### config.mk
export PLATFORM = sky130hd
export DESIGN_NAME = wave_pwm_out
export DESIGN_NICKNAME = d
export VERILOG_FILES = /design/src/rtl/wave_pwm_out.sv
export SDC_FILE = /design/constraint.sdc
export NUM_CORES = 1
export LEC_CHECK = 0
export CELL_PAD_IN_SITES_DETAIL_PLACEMENT = 0
export CELL_PAD_IN_SITES_GLOBAL_PLACEMENT = 1
export CORE_ASPECT_RATIO = 2
export CORE_MARGIN = 2
export CORE_UTILIZATION = 45
export CTS_CLUSTER_SIZE = 40
export DETAILED_ROUTE_END_ITERATION = 16
export GPL_TIMING_DRIVEN = 0
export PLACE_DENSITY_LB_ADDON = 0.1
export REMOVE_ABC_BUFFERS = 1
export SYNTH_ARGS = -nofsm -noshare
export SYNTH_HDL_FRONTEND = slang
export SYNTH_SLANG_ARGS = --single-unit
export TNS_END_PERCENT = 1
### constraint.sdc
create_clock -name clk -period 4.6 [get_ports clk]
set_clock_uncertainty 0.05 [all_clocks]
set_input_delay 0.69 -clock clk [delete_from_list [all_inputs] [get_ports clk]]
set_output_delay 0.69 -clock clk [all_outputs]
set_load 0.01 [all_outputs]
### src/rtl/wave_pwm_out.sv
// Output stage of the voice: synchronises the oscillator phase into clk, shapes and
// attenuates it, and drives a period-aligned 1-bit PWM audio pin.
module wave_pwm_out #(
  parameter int unsigned PWM_BITS = 8
) (
  input  logic        clk,
  input  logic        nRst,
  input  logic        enable,
  input  logic [7:0]  phase,
  input  logic [1:0]  wave_sel,
  input  logic [2:0]  volume,
  output logic [7:0]  sample,
  output logic        sample_valid,
  output logic        pwm_out
);

  localparam int unsigned SAMPLE_W = 8;
  localparam logic [PWM_BITS-1:0] CNT_MAX = '1;

  logic [SAMPLE_W-1:0] sync1, sync2, accepted, pending;
  logic [SAMPLE_W-1:0] shaped, pend_next;
  logic [PWM_BITS-1:0] cnt, cnt_next, duty, duty_next;
  logic                accept, wrap;

  // Waveform shaping of the synchronised phase, then volume attenuation
  always_comb begin
    shaped = 8'h00;
    case (wave_sel)
      2'd0:    shaped = sync2;
      2'd1:    shaped = sync2[7] ? 8'hFF : 8'h00;
      2'd2:    shaped = sync2[7] ? {~sync2[6:0], 1'b1} : {sync2[6:0], 1'b0};
      default: shaped = 8'h00;
    endcase
    pend_next = shaped >> volume;
  end

  // Accept only a phase that has been stable for two clks and is actually new
  assign accept    = (sync2 == sync1) && (sync2 != accepted);
  assign wrap      = (cnt == CNT_MAX);
  assign cnt_next  = cnt + PWM_BITS'(1);
  assign duty_next = wrap ? PWM_BITS'(pending) : duty;

  always_ff @(posedge clk or negedge nRst) begin
    if (!nRst) begin
      sync1        <= '0;
      sync2        <= '0;
      accepted     <= '0;
      pending      <= '0;
      cnt          <= '0;
      duty         <= '0;
      sample       <= '0;
      sample_valid <= 1'b0;
      pwm_out      <= 1'b0;
    end else if (!enable) begin
      sync1        <= '0;
      sync2        <= '0;
      accepted     <= '0;
      pending      <= '0;
      cnt          <= '0;
      duty         <= '0;
      sample       <= '0;
      sample_valid <= 1'b0;
      pwm_out      <= 1'b0;
    end else begin
      sync1 <= phase;
      sync2 <= sync1;
      if (accept) begin
        accepted <= sync2;
        pending  <= pend_next;
      end
      cnt  <= cnt_next;
      duty <= duty_next;
      // Duty only changes at the period boundary; pending read here is pre-acceptance
      if (wrap) sample <= pending;
      sample_valid <= wrap;
      pwm_out      <= (cnt_next < duty_next);
    end
  end

endmodule
==> results.md <==
- Status: finished clean
- Sw frac: 21.58%
- Initial cell density of the core: between 40% and 50%
- Initial antenna violation count: 0
- Static Leak: between 1.5 and 2 nW
- Post-layout min period: between 3 and 4 ns
- Top cells by area, synth: dfrtp_1, and2_1, xor2_1
- CP Class: reg2reg
- Internal Power: ~0.0011 W
- Slew headroom: 48.33%
- Arr. time, crit path: roughly 3.4 ns
- Total CTS buffers: 9
- Post-CTS setup repair buffer count: 0
- Global Route Usage Sum: a little over 20%
- P_sw: roughly 0.00030 W
- Synth Warn #: 0
- Finished Core Util: 55.70%
- Nets: about 340
- CP required: 4.79 ns
- Final Cell Area: 3717 um^2
- IO Pins: 26
- Simple-Gate Fraction of Synth Area: between 20% and 30%
- Max clock buf depth: 2
- Share of the synthesized area in the top cell type: between 40% and 50%
- Clock slew at reported path FFs: about 0.05 ns
- Die ar.: about 7600 um^2
- Mean Syn Cell Area: roughly 10 um^2
- Antenna-violating nets left: 0
- Main combinational cell family by area after synthesis: simple AND/OR/NAND/NOR gates
- DRC Markers: 0
- Post-cts sizing count: 0
- Port buffer count: 25
- Commonest non-fill, non-tap cell in the layout: dfrtp_1
- HP Class: in2async
- Tightest Pin Transition: slightly below 0.8 ns
- Clock latency on the worst-skew pair: roughly 0.33 ns
- Proportion of synthesized area in mux cells: roughly 1.5%
- Vias in the first global route: around 2.4k
- Combinational Power Share: under 10%
- DIE WIDTH: between 60 and 70 um
- Power share of the sequential group: 38.2%
- RSZ-0062 raised after global routing: no
- Via count: about 2.3k
- Gpl congestion: 0.8136
- Die height: ~120 um
- DR iter-0 viols: roughly 110
- Root buffer cell: clkbuf_16
- CTS Hold Bufs: 0
- Seq cells post-synth: 58
- Async set-reset flop share out of synthesis: 100.0%
- Clock power frac: 53.6%
- CP Launch Type: flop
- Total negative setup slack: 0 ns
- Num rows: between 40 and 50
- Yosys cell types: between 50 and 60
- Post-synth top area cell: dfrtp_1
- Via/cell ratio: approximately 5.6
- Period utilization: 68.98%
- Max cap viols: 0
- Mapped Cells: about 300
- EDFF count, synth: 0
- Placement Cell Area: 3383 um^2
- Drt pass-1 iters: 4
- CTS tree: done
- Final Hold Viols: 0
- DR WL/cell: 16.50 um
- First-pass GRT wire length: around 12 mm
- Worst-path maximum fanout: 16
- Final HPWL DP: slightly above 5 mm
- Clock sink count: slightly below 60
- Most frequent cells in the layout: dfrtp_1, nand2_1, and2_1, clkdlybuf4s50_1, nor2_1
- H-tree levels: 3
- # diodes: 0
- Area of the core: about 6700 um^2
- Synth Area in Compound Gates: between 15 and 20%
- Max VDD drop: 0.0002802 V
- Register area share after synthesis: 46.66%
- Top_reg_cell synth: dfrtp_1
- Slew Limit Fails: 0
- Gr ovfl total: 0
- Number of setup violations in the final report: 0
- Post-Syn Area: between 3000 and 4000 um^2
- XOR/XNOR Fraction of Synth Area: 6.195%
- Largest net degree at the start of global routing: 33
- Maximum clock rate: ~0.32 GHz
- Routed WL: 6.815 mm
- Post-Synth Adder-Cell Area: 3.218%
- Area Overhead vs Synth: 19.51%
- Share of layout cells above drive strength 1: under 10%
- Worst setup EP type: flop
- Cell Pwr Density: approximately 380 nW/um^2
-- state kept, by name, summed over array words and instances (netlist names) --
name and flops:
sync1 8, duty 8, sync2 8, sample_valid 1
pending 8, accepted 8, cnt 8, pwm_out 1
sample 8
-- area by class of cell --
| type | count | area, um^2 |
|---|---|---|
| Clock buffer | 10 | 229.0 |
| Clock inverter | 6 | 105.1 |
| Fill cell | 640 | 2957 |
| Inverter | 5 | 18.77 |
| Multi-Input combinational cell | 220 | 1538 |
| Sequential cell | 58 | 1451 |
| Tap cell | 88 | 110.1 |
| Timing Repair Buffer | 26 | 265.3 |
-- power by group through the flow --
stage          Combinational [W]  Sequential (W)  Clock, W
6_report                0.000114        0.000535  0.000751
5_1_grt                 0.000129        0.000536  0.000787
4_1_cts                 0.000117        0.000535  0.000769
3_5_place_dp            0.000115        0.000543         0
3_3_place_gp            0.000112        0.000543         0
2_1_floorplan          0.0000618        0.000540         0
-- Yosys cell counts, drive strengths merged, types with 2 or more instances --
cell type	number
a2111o	2
a211oi	5
a21boi	8
a21oi	14
a221o	2
a22o	10
a31oi	2
a32o	4
and2	24
and3	3
and3b	2
and4bb	4
buf	7
clkbuf	16
dfrtp	58
ha	8
inv	5
mux2	3
nand2	25
nand2b	7
nand3	5
nand3b	4
nand4	2
nor2	15
nor2b	4
nor3	6
nor3b	2
nor4	4
o2111a	2
o211ai	4
o21ai	8
o21bai	2
o2bb2ai	2
o31ai	2
or2b	2
or4	3
xnor2	10
xor2	12
-- stage by stage --
step,instances,hold WS (ns),power (W),setup slack (ns)
finish,413,0.3669,0.001400,1.427
global placement,396,0.4309,0.0006551,0.9636
floorplan,283,0.3444,0.0006023,1.968
CTS,413,0.3889,0.001421,1.318
global route,413,0.4414,0.001453,1.130
detailed placement,397,0.4319,0.0006587,1.188
-- kinds of logic after synthesis --
logic type      count (synthesis)
compound gates                 72
flops                          58
xor+xnor                       22
fa+ha+maj                       8
buf+inv                        28
mux                             4
simple gates                  114
-- worst max-delay path: stages (launching register included) --
cell      delay (ns)
dfrtp_1         0.40
ha_1            0.21
nand3_1         0.15
nor2_1          0.20
nand3_1         0.44
a21boi_0        0.58
ha_1            0.33
and3_1          0.17
a2111o_1        0.40
a31oi_1         0.15
-- path summary, 6_finish.rpt --
check                      cells after the start              startpoint  slack (ns)                endpoint
setup reg to reg                               9        cnt[0]$_DFF_PN0_        1.43       pwm_out$_DFF_PN0_
max in group asynchronous                      2                    nRst        3.54   sample[7]$_DFFE_PN0P_
hold reg to reg                                1  pending[3]$_DFFE_PN0P_        0.44  pending[3]$_DFFE_PN0P_
setup / recovery                               9        cnt[0]$_DFF_PN0_        1.43       pwm_out$_DFF_PN0_
min in group clk                               1  pending[3]$_DFFE_PN0P_        0.44  pending[3]$_DFFE_PN0P_
hold / removal                                 1                    nRst        0.37        cnt[4]$_DFF_PN0_
-- metal layers --
layer / share of wire [%] / routed length [um] / global-route usage, % / up-vias
met5: 0 / 0 / 0 / -
met4: 3.0 / 203 / 11.53 / 0
met3: 2.7 / 186 / 4.709 / 13
met2: 59 / 3987 / 38.71 / 49
met1: 36 / 2438 / 19.06 / 1132
li1: - / - / - / 1128
Note: power is estimated with default switching activity, not from simulation.
